### src/rtl/pipe_pkg.sv
// Shared constants for the five-stage core's inter-stage pipeline registers.
// Holds the NOP encoding, the default reset PC and the payload width used at
// each stage boundary so the pipeline, hazard and forwarding units agree.
package pipe_pkg;

  localparam int unsigned PC_W    = 32;
  localparam int unsigned INSTR_W = 32;

  localparam logic [INSTR_W-1:0] NOP_INSTR        = 32'h0000_0000;
  localparam logic [PC_W-1:0]    DEFAULT_RESET_PC = 32'h0000_0000;

  // Payload widths per stage boundary (control + operand bits carried forward)
  localparam int unsigned FD_W = 8;
  localparam int unsigned DE_W = 96;
  localparam int unsigned EM_W = 80;
  localparam int unsigned MW_W = 48;

  // Fixed header that every stage register carries alongside its payload
  typedef struct packed {
    logic               valid;
    logic [PC_W-1:0]    pc;
    logic [INSTR_W-1:0] instr;
    logic               bd;
  } stage_hdr_t;

endpackage

### src/rtl/sat_counter.sv
// Saturating up-counter with synchronous clear.
// Ports: clk, reset (sync, active-high), clr (sync clear, beats inc),
//        inc (count up one), count (registered value, stops at all-ones).
module sat_counter #(
  parameter int unsigned W = 8
) (
  input  logic         clk,
  input  logic         reset,
  input  logic         clr,
  input  logic         inc,
  output logic [W-1:0] count
);

  // Count up until all-ones, then hold
  always_ff @(posedge clk) begin
    if (reset || clr) begin
      count <= '0;
    end else if (inc && (count != {W{1'b1}})) begin
      count <= count + W'(1);
    end
  end

endmodule

### src/rtl/pipe_stage_reg.sv
// Parametrised inter-stage pipeline register: PC, instruction, branch-delay
// flag and a generic payload, with valid bit, flush-to-bubble, optional
// PC-preserving flush and a saturating count of cycles a valid entry is held.
// Ports: clk, reset (sync, active-high), en (load; 0 = hold), flush (bubble),
//        in_valid/in_pc/in_instr/in_bd/in_payload (upstream stage),
//        out_valid/out_pc/out_instr/out_bd/out_payload (registered contents),
//        stall_cycles (consecutive hold cycles of a valid entry).
module pipe_stage_reg
  import pipe_pkg::*;
#(
  parameter int unsigned     DATA_W           = 64,
  parameter int unsigned     CNT_W            = 8,
  parameter bit              KEEP_PC_ON_FLUSH = 1'b0,
  parameter logic [PC_W-1:0] RESET_PC         = DEFAULT_RESET_PC
) (
  input  logic               clk,
  input  logic               reset,
  input  logic               en,
  input  logic               flush,
  input  logic               in_valid,
  input  logic [PC_W-1:0]    in_pc,
  input  logic [INSTR_W-1:0] in_instr,
  input  logic               in_bd,
  input  logic [DATA_W-1:0]  in_payload,
  output logic               out_valid,
  output logic [PC_W-1:0]    out_pc,
  output logic [INSTR_W-1:0] out_instr,
  output logic               out_bd,
  output logic [DATA_W-1:0]  out_payload,
  output logic [CNT_W-1:0]   stall_cycles
);

  stage_hdr_t          hdr_q;
  logic [DATA_W-1:0]   payload_q;

  // Stage contents: reset > flush > hold > load
  always_ff @(posedge clk) begin
    if (reset) begin
      hdr_q.valid <= 1'b0;
      hdr_q.pc    <= RESET_PC;
      hdr_q.instr <= NOP_INSTR;
      hdr_q.bd    <= 1'b0;
      payload_q   <= '0;
    end else if (flush) begin
      hdr_q.valid <= 1'b0;
      hdr_q.instr <= NOP_INSTR;
      hdr_q.bd    <= 1'b0;
      payload_q   <= '0;
      // EPC capture needs the faulting PC to survive the flush
      if (!KEEP_PC_ON_FLUSH) begin
        hdr_q.pc <= RESET_PC;
      end
    end else if (en) begin
      hdr_q.valid <= in_valid;
      hdr_q.pc    <= in_pc;
      hdr_q.bd    <= in_bd;
      // Bubbles must not carry stale control bits downstream
      hdr_q.instr <= in_valid ? in_instr : NOP_INSTR;
      payload_q   <= in_valid ? in_payload : '0;
    end
  end

  // Counts only while a valid entry is held; any load or flush restarts it
  sat_counter #(
    .W (CNT_W)
  ) u_stall_cnt (
    .clk   (clk),
    .reset (reset),
    .clr   (flush | en),
    .inc   (~en & hdr_q.valid),
    .count (stall_cycles)
  );

  assign out_valid   = hdr_q.valid;
  assign out_pc      = hdr_q.pc;
  assign out_instr   = hdr_q.instr;
  assign out_bd      = hdr_q.bd;
  assign out_payload = payload_q;

endmodule

### config.mk
export PLATFORM = sky130hd
export DESIGN_NAME = pipe_stage_reg
export DESIGN_NICKNAME = d
export VERILOG_FILES = /design/src/rtl/pipe_pkg.sv /design/src/rtl/sat_counter.sv /design/src/rtl/pipe_stage_reg.sv
export SDC_FILE = /design/constraint.sdc
export NUM_CORES = 1
export LEC_CHECK = 0
export BUFFER_PORTS_ARGS = -buffer_cell sky130_fd_sc_hd__buf_2
export CAP_MARGIN = 20
export CORE_MARGIN = 8
export CORE_UTILIZATION = 46
export CTS_CLUSTER_DIAMETER = 80
export DETAILED_ROUTE_END_ITERATION = 7
export GPL_ROUTABILITY_DRIVEN = 1
export PLACE_DENSITY = 0.84
export SLEW_MARGIN = 40
export SYNTH_ARGS = -nofsm -noshare
export SYNTH_HDL_FRONTEND = slang
export SYNTH_SLANG_ARGS = --single-unit
### constraint.sdc
create_clock -name clk -period 2.2 [get_ports clk]
set_input_delay 0.44 -clock clk [delete_from_list [all_inputs] [get_ports clk]]
set_output_delay 0.44 -clock clk [all_outputs]
set_load 0.03 [all_outputs]
==> flow_metrics.tcl, run 1 <==
set metrics [dict create \
    fmax_ghz 0.607 \
    num_antenna_cells 0 \
    synth_seq_cells 138 \
    clkTransAtPathRegs_ns 0.06 \
    total_power_mw 5.78 \
    routed_wire_length_per_instance_um 17.7 \
    cts_hold_repair.buffers 0 \
    syn_nets 510 \
    yosys.area_share.xor_xnor_pct 0 \
    synthDistinctLibCells 28 \
    initial_core_util_pct 46.8 \
    min_period_ns 1.65 \
    reg2reg_from "u_stall_cnt.count[0]" \
    cts_resized 0 \
    finalHoldViolations 0 \
    yosysWarnings 0 \
    syn-instance-count 375 \
    die_width_um 115 \
    end_kind "flop" \
    finalWeightedCongestion 0.826 \
    antenna_found_initial 0 \
    post_synth_instance_area_sq_um 4530 \
    setup-violations-final 0 \
    avgSynthCellArea_sq_um 12.1 \
    final_max_slew_viol_count 0 \
    outcome "complete, no violations" \
    hold_class "input port to flop" \
    place_inst 755 \
    yosys-mux-area-fraction_pct 7.95 \
    die_y_um 115 \
    min_period_over_period_pct 74.9 \
    clock_insertion_delay_at_the_later_pin_of_the_skew_report_ns 0.51 \
    rsz0062_at_grt "false" \
    tritoncts_clock_tree "built" \
    crit_family "compound AO/OA/AOI/OAI gates" \
    timing.slew.headroom_pct 65.5 \
    crit_path_top_delay_cell "a2111oi_0" \
    cts_inserted_buffers 17 \
    numPortBuffers 271 \
    seq_area_frac_synth_pct 60.9 \
    post_cts_setup_inserts 0 \
    hold_path.startpoint "in_instr[22]" \
    critical_path.max_stage_delay_ns 0.48 \
    area.growth.synth_to_final_pct 44.6 \
    drive_above_1_share_pct 47.2 \
    number_of_max_cap_violations 0 \
    crit_chain "ha_1 > and3_1 > a2111oi_0 > a211oi_1" \
    detail_route.iter0.violations 280 \
    floorplan.io_pins 272 \
    postRouteWirelength_um 13900 \
    yosys.area_share.simple_pct 5.99 \
    first_global_vias 4136 \
    grt_max_degree 66 \
    drt-pass1-iter-count 4 \
    vias 4033 \
    synth_compound_gate_area_share_pct 20.6 \
    largest_family_of_logic_cells_by_synthesized_area "compound AO/OA/AOI/OAI gates" \
    data_required_critical_path_ns 2.58 \
    coreArea_sq_um 9680 \
    num-fill-cells 691 \
    detailed_place_hpwl_um 10200 \
    cp-startpoint "u_stall_cnt.count[0]" \
    cts_htree_levels 4 \
    critical_path_arrival_ns 2.02 \
    yosys.area_share.adder_pct 0.276 \
    worstSetupStartpointType "flop" \
    worstMarginPinSlew_ns 0.516 \
    leakagePower_nw 3.36 \
    grt-ovfl-total 0 \
    fp-row-count 36 \
    final_net_count 776 \
    antenna_left 0 \
    peakVddDrop_mv 0.673 \
    detail_route.vias_per_cell 5.12 \
    timing.setup.tns_ns 0 \
    clock_sink_count 138 \
    final_non_filler_cell_total 787 \
    clock_skew_ns 0.000668 \
    globalRouteTotalUtil_pct 20.5 \
    p_per_area_nw_per_um2 882 \
    critPathBufInv 0 \
    critPathKind "flop to flop" \
    remaining_drc_errors 0 \
    critical_path_peak_fanout 7 \
    die-area_sq_um 13300 \
    grt_pass1_wl_um 21200 \
    cts_buffer_depth 2 \
    library_cell_used_as_clock_root_buffer "clkbuf_8" \
]
[layer usage]
metal | vias up | GRT usage (%) | routed length, um
met1 | 1879 | 22.7 | 5550
met3 | 22 | 7.77 | 1280
met2 | 209 | 33.6 | 6810
met5 | - | 0 | 0
li1 | 1923 | - | -
met4 | 0 | 10.8 | 267
[layout make-up]
class | instances | area [sq um] | share of cell area, %
inverters | 3 | 11.3 | 0.172
repair buffers | 278 | 1450 | 22.1
clock buffers | 25 | 494 | 7.54
multi-input cells | 203 | 1590 | 24.2
clock inverters | 7 | 87.6 | 1.34
flip-flops and latches | 138 | 2760 | 42.2
well taps | 133 | 166 | 2.54
[stage by stage]
step                instance area (sq um)  hold slack (ns)  util, %  setup WS [ns]
floorplan                            4530            0.573        -          0.598
global placement                     5970            0.451     61.7          0.525
detailed placement                   5970            0.449     61.7          0.446
CTS                                  6550           0.0972     67.7          0.522
global route                         6550            0.116     67.7          0.464
finish                               6550            0.138     67.7          0.553
[flip-flops by register name (all words and copies together) (netlist names)]
name               count
out_pc                32
out_instr             32
out_bd                 1
out_payload           64
out_valid              1
u_stall_cnt.count      8
[final timing paths]
check	endpoint	slack (ns)	depth (start not counted)
min reg2reg	out_payload[63]	0.47	1
max reg2reg	u_stall_cnt.count[3]	0.55	4
max	u_stall_cnt.count[3]	0.55	4
min	out_instr[22]	0.14	2
[report_power, final]
part | switching, mW | leakage, nW | internal [mW]
sequential | 0.0291 | 1.12 | 2.56
clock | 0.979 | 0.288 | 1.76
combinational | 0.267 | 1.95 | 0.194
[layout by cell type (no fill, tap or decap), types with 4 or more instances in the layout]
cell       instances
buf_4              4
dfxtp_1          138
clkinv_2           4
nor2_1            33
clkbuf_8           6
mux2i_1           36
clkbuf_16         16
nand2_1            6
a22o_1            96
a21oi_1            4
buf_2            271
[synthesized netlist by cell type (all sizes together)]
cell type / number / area share, %
dfxtp: 138 / 61
nor2: 34 / 3.0
inv: 3 / 0.25
nand4: 1 / 0.14
clkbuf: 5 / 0.41
ha: 1 / 0.28
a211oi: 3 / 0.50
nand2b: 2 / 0.28
or2: 1 / 0.14
nor3: 3 / 0.44
nand2: 6 / 0.50
a21boi: 1 / 0.17
a22o: 96 / 19
or3: 1 / 0.14
and3: 3 / 0.41
a31oi: 2 / 0.28
and4b: 2 / 0.44
nor2b: 1 / 0.14
a21oi: 4 / 0.44
o21ai: 1 / 0.11
a2111oi: 2 / 0.39
and4: 2 / 0.39
mux2i: 36 / 7.9
a41oi: 1 / 0.19
buf: 26 / 3.6
[kinds of logic after synthesis]
| kind of cell | after synthesis |
|---|---|
| and+or+nand+nor | 56 |
| DFF | 138 |
| muxes | 36 |
| adders and majority gates | 1 |
| AOI/OAI and AO/OA | 110 |
| buffers and inverters | 34 |
(Power assumes the default switching activity.)
==> run 2: changes to the inputs <==
- CORE_UTILIZATION: 46 -> 39
- PLACE_DENSITY: 0.84 -> 0.76
- clock period: 2.2 -> 1.37 ns (I/O delays scaled with it)
==> flow_metrics.tcl, run 2 (synthesized netlist as in run 1, its figures left out) <==
set metrics [dict create \
    outcome "complete, no violations" \
    coreArea_sq_um 11400 \
    worstSetupStartpointType "flop" \
    grt-ovfl-total 0 \
    layout_common_cells "buf_2, dfxtp_1, a22o_1" \
    initial_core_util_pct 39.9 \
    drive_above_1_share_pct 50.3 \
    antenna_found_initial 0 \
    detailed_place_hpwl_um 10600 \
    routed_wire_length_per_instance_um 17.6 \
    critical_path_arrival_ns 1.04 \
    antenna_left 0 \
    grt_max_degree 56 \
    area.growth.synth_to_final_pct 50.2 \
    detail_route.iter0.violations 174 \
    post_dp_cell_area_sq_um 6130 \
    tritoncts_clock_tree "built" \
    finalHoldViolations 0 \
    drt-pass1-iter-count 5 \
    hold_path_cells 2 \
    end_kind "primary output" \
    post_cts_setup_inserts 0 \
    hold_path.startpoint "in_payload[32]" \
    hold_path_end "out_payload[32]" \
    clock_sink_count 138 \
    final_cell_area_sq_um 6810 \
    final_max_slew_viol_count 0 \
    final-seq-area_sq_um 2770 \
    cts_htree_levels 4 \
    timing.rr.end "u_stall_cnt.count[3]" \
    data_required_critical_path_ns 1.10 \
    cts_inserted_buffers 17 \
    r2r_setup_slack_ns 0.09 \
    critPathKind "flop to primary output" \
    crit_path_top_delay_cell "dfxtp_1" \
    multi_input_area_sq_um 1640 \
    critical_path.max_stage_delay_ns 0.34 \
    ff2ff_path_depth 4 \
    num-fill-cells 955 \
    min_period_over_period_pct 95.8 \
    cts_buffer_depth 2 \
    p_per_area_nw_per_um2 1430 \
    clock_insertion_delay_at_the_later_pin_of_the_skew_report_ns 0.41 \
    timing.slew.headroom_pct 75.7 \
    largest_register_ffs 64 \
    total_power_mw 9.75 \
    worstMarginPinSlew_ns 0.355 \
    cpMostUsedCell "buf_4" \
    finalWeightedCongestion 0.795 \
    final_common_cell "buf_2" \
    min_period_ns 1.31 \
    final_net_count 788 \
    vias 4034 \
    die_width_um 124 \
    globalRouteTotalUtil_pct 17.8 \
    cp-startpoint "u_stall_cnt.count[6]" \
    crit_chain "buf_4 > buf_4" \
    die_y_um 124 \
    first_global_vias 4112 \
    library_cell_used_as_clock_root_buffer "clkbuf_16" \
    detail_route.vias_per_cell 4.99 \
    clkTransAtPathRegs_ns 0.06 \
    remaining_drc_errors 0 \
    setup-violations-final 0 \
    number_of_max_cap_violations 0 \
    peakVddDrop_mv 1.19 \
    die-area_sq_um 15300 \
    hold_class "input port to flop" \
    clock_skew_ns 0.00118 \
    floorplan.io_pins 272 \
    fmax_ghz 0.762 \
    grt_pass1_wl_um 21300 \
    numPortBuffers 271 \
    critical_path_peak_fanout 4 \
    fp-row-count 39 \
    leakagePower_nw 3.44 \
    num_antenna_cells 0 \
    reg2reg_from "u_stall_cnt.count[1]" \
    postRouteWirelength_um 14200 \
]
-- run 2: cell count changes in the layout (fill, tap and decap cells not counted), moves of 3 or more --
cell	previous run	this run
buf_4	4	17
dfxtp_1	138	133
dfxtp_2	0	3
clkbuf_4	0	3
buf_2	271	265
clkinv_4	0	3
clkbuf_8	6	1
clkbuf_1	3	0
-- run 2: worst max-delay path: cells and delay by family, from the launching register on --
family | cells | cell delay [ns]
buf+inv | 2 | 0.28
flops | 1 | 0.34
-- run 2: how the worst max path moves through the flow --
stage,to,slack (ns),cells past startpoint
floorplan,u_stall_cnt.count[3],-0.05,5
global placement,out_instr[25],0.05,5
detailed placement,out_payload[7],0.02,5
CTS,stall_cycles[3],0.005,1
global route,u_stall_cnt.count[5],-0.009,5
finish,stall_cycles[6],0.06,2
-- run 2: power by group --
part / switching [mW] / total, mW / internal [mW]
combinational: 0.427 / 0.755 / 0.329
sequential: 0.0479 / 4.15 / 4.10
clock: 1.75 / 4.85 / 3.10
-- run 2: per-stage QoR --
stage / instances / util (%) / hold WS [ns] / setup TNS, ns / setup WS (ns)
after detailed placement: 777 / 53.9 / 0.449 / 0 / 0.0196
after CTS: 809 / 59.5 / 0.0493 / 0 / 0.00470
after global placement: 777 / 53.9 / 0.450 / 0 / 0.0478
final: 809 / 59.9 / 0.0700 / 0 / 0.0577
after global routing: 809 / 59.9 / 0.0457 / -0.00928 / -0.00928
after floorplan: 375 / - / 0.407 / -0.0489 / -0.0489
-- run 2: what timing repair did --
item	CTS	global route
gates resized for setup	2	14
gates cloned	0	0
setup endpoints to repair	2	9
pin swaps	0	2
hold buffers	0	0
-- run 2: area by class of cell --
class / count / share of cell area (%)
flip-flops and latches: 138 / 40.7
multi-input cells: 203 / 24.0
inverters: 3 / 0.165
clock buffers: 18 / 6.45
well taps: 143 / 2.63
repair buffers: 290 / 23.1
clock inverters: 14 / 2.85
-- run 2: layer usage --
layer	wire, um	vias up	part of all wire, %	global-route usage, %
met5	0	-	0	0
met1	5440	1888	38	19.7
met4	201	0	1.4	6.40
li1	-	1939	-	-
met3	1510	19	11	7.98
met2	7090	188	50	29.7
==> run 3: changes to the inputs <==
- PLACE_DENSITY: 0.76 -> 0.88
==> flow_metrics.tcl, run 3 (synthesized netlist as in run 1, its figures left out) <==
set metrics [dict create \
    clkTransAtPathRegs_ns 0.06 \
    dr_wl_met2_um 7080 \
    final_max_slew_viol_count 0 \
    hold_path_cells 2 \
    data_required_critical_path_ns 1.65 \
    cts_htree_levels 4 \
    fmax_ghz 0.743 \
    critical_path_peak_fanout 6 \
    place_inst 771 \
    largest_register_ffs 64 \
    final_net_count 782 \
    postRouteWirelength_um 14300 \
    route.top_layer_used "met4" \
    critPathKind "flop to flop" \
    end_kind "flop" \
    hold_path_end "out_payload[43]" \
    num_antenna_cells 0 \
    cts_inserted_buffers 17 \
    critical_path_arrival_ns 1.63 \
    post-route-util_pct 59.4 \
    internal-power_mw 7.90 \
    drt-pass1-iter-count 5 \
    worstMarginPinSlew_ns 0.373 \
    share_comb_of_total_power_pct 7.4 \
    initial_core_util_pct 39.9 \
    tritoncts_clock_tree "built" \
    vias 4040 \
    die-area_sq_um 15300 \
    finalWeightedCongestion 0.866 \
    die_y_um 124 \
    wl_met3_um 1660 \
    drive_above_1_share_pct 49.2 \
    clock_sink_count 138 \
    finalHoldViolations 0 \
    min_period_ns 1.35 \
    numPortBuffers 271 \
    detailed_place_hpwl_um 10700 \
    leakagePower_nw 3.42 \
    p_per_area_nw_per_um2 1500 \
    detail_route.vias_per_cell 5.03 \
    final_common_cell "buf_2" \
    antenna_found_initial 0 \
    hold_class "input port to flop" \
    final_non_filler_cell_total 803 \
    globalRouteTotalUtil_pct 17.5 \
    final_cell_area_sq_um 6750 \
    min_period_over_period_pct 98.3 \
    detailedPlace.worstSlack_ns -0.0596 \
    timing.slew.headroom_pct 74.5 \
    detail_route.iter0.violations 220 \
    first_global_vias 4213 \
    die_width_um 124 \
    remaining_drc_errors 0 \
    outcome "complete, no violations" \
    floorplan.io_pins 272 \
    critical_path.max_stage_delay_ns 0.37 \
    layout_common_cells "buf_2, dfxtp_1, a22o_1" \
    clock_skew_ns 0.00168 \
    antenna_left 0 \
    setup-violations-final 0 \
    clockPowerShare_pct 51.5 \
    number_of_max_cap_violations 0 \
    fp-row-count 39 \
    rsz0062_at_grt "true" \
    timing.setup.tns_ns 0 \
    library_cell_used_as_clock_root_buffer "clkbuf_16" \
    sequentialPowerShare_pct 41.1 \
    worst_slack_ns 0.0235 \
    wl_met1_um 5340 \
    grt-ovfl-total 0 \
    crit_path_top_delay_cell "dfxtp_4" \
    peakVddDrop_mv 0.973 \
    routed_wire_length_per_instance_um 17.8 \
    r2r_setup_slack_ns 0.02 \
    grt_max_degree 83 \
    timing.rr.end "u_stall_cnt.count[3]" \
    post_cts_setup_inserts 0 \
    area.growth.synth_to_final_pct 49.0 \
    cts_buffer_depth 2 \
    clock_insertion_delay_at_the_later_pin_of_the_skew_report_ns 0.41 \
    switching_share_pct 21.8 \
    crit_chain "ha_4 > and3_2 > a2111oi_2 > a211oi_1" \
    grt_pass1_wl_um 21000 \
    hold_path.startpoint "in_payload[43]" \
    hold_ws_ns 0.0784 \
    power.switching_mw 2.20 \
    ff2ff_path_depth 4 \
    post_dp_cell_area_sq_um 6060 \
    total_power_mw 10.1 \
    worstSetupStartpointType "flop" \
    coreArea_sq_um 11400 \
    reg2reg_from "u_stall_cnt.count[1]" \
]
==> run 3: cell count changes in the layout (fill, tap and decap cells not counted), moves of 2 or more <==
cell | before | now
a211oi_1 | 1 | 3
a211oi_2 | 2 | 0
buf_12 | 5 | 3
buf_2 | 265 | 267
buf_4 | 17 | 12
bufinv_16 | 4 | 6
clkinv_2 | 3 | 1
==> run 3: worst max-delay path, delay by kind of cell, from the launching register on <==
family                   cells  cell delay [ns]
flip-flops                   1             0.37
AO/OA/AOI/OAI                2             0.46
AND/OR/NAND/NOR              1             0.24
adder cells (fa/ha/maj)      1             0.17
==> run 3: area by class of cell <==
type / instances / area, sq um
clock inverters: 14 / 244
fillers: 897 / 4620
inverters: 3 / 11.3
well taps: 143 / 179
multi-input cells: 203 / 1610
repair buffers: 284 / 1500
flip-flops and latches: 138 / 2770
clock buffers: 18 / 439
==> run 3: per-layer routing <==
metal,global-route usage [%],vias up
li1,-,1937
met3,8.39,21
met4,7.07,0
met1,17.9,1888
met2,30.2,194
met5,0,-
==> run 3: power by group through the flow <==
stage	Clock [mW]	Combinational [mW]	Sequential (mW)
floorplan	0	0.229	4.41
global placement	0	0.730	4.23
detailed placement	0	0.754	4.23
CTS	5.29	0.758	4.15
global route	5.48	0.801	4.16
finish	5.20	0.751	4.15
==> run 3: how the worst max path moves through the flow <==
stage	startpoint	to	slack, ns	cells after the start
2_1_floorplan	u_stall_cnt.count[1]	u_stall_cnt.count[3]	-0.05	5
3_3_place_gp	reset	out_instr[17]	-0.008	5
3_5_place_dp	reset	out_payload[33]	-0.06	5
4_1_cts	u_stall_cnt.count[7]	stall_cycles[7]	0.009	1
5_1_grt	u_stall_cnt.count[1]	u_stall_cnt.count[1]	-0.06	4
6_report	u_stall_cnt.count[1]	u_stall_cnt.count[3]	0.02	4
==> run 3: timing repair <==
item | 4_1_cts | 5_1_grt
gates resized for setup | 1 | 7
setup endpoints to repair | 1 | 11
hold buffers | 0 | 0
cloned | 0 | 0
pin swaps | 0 | 2
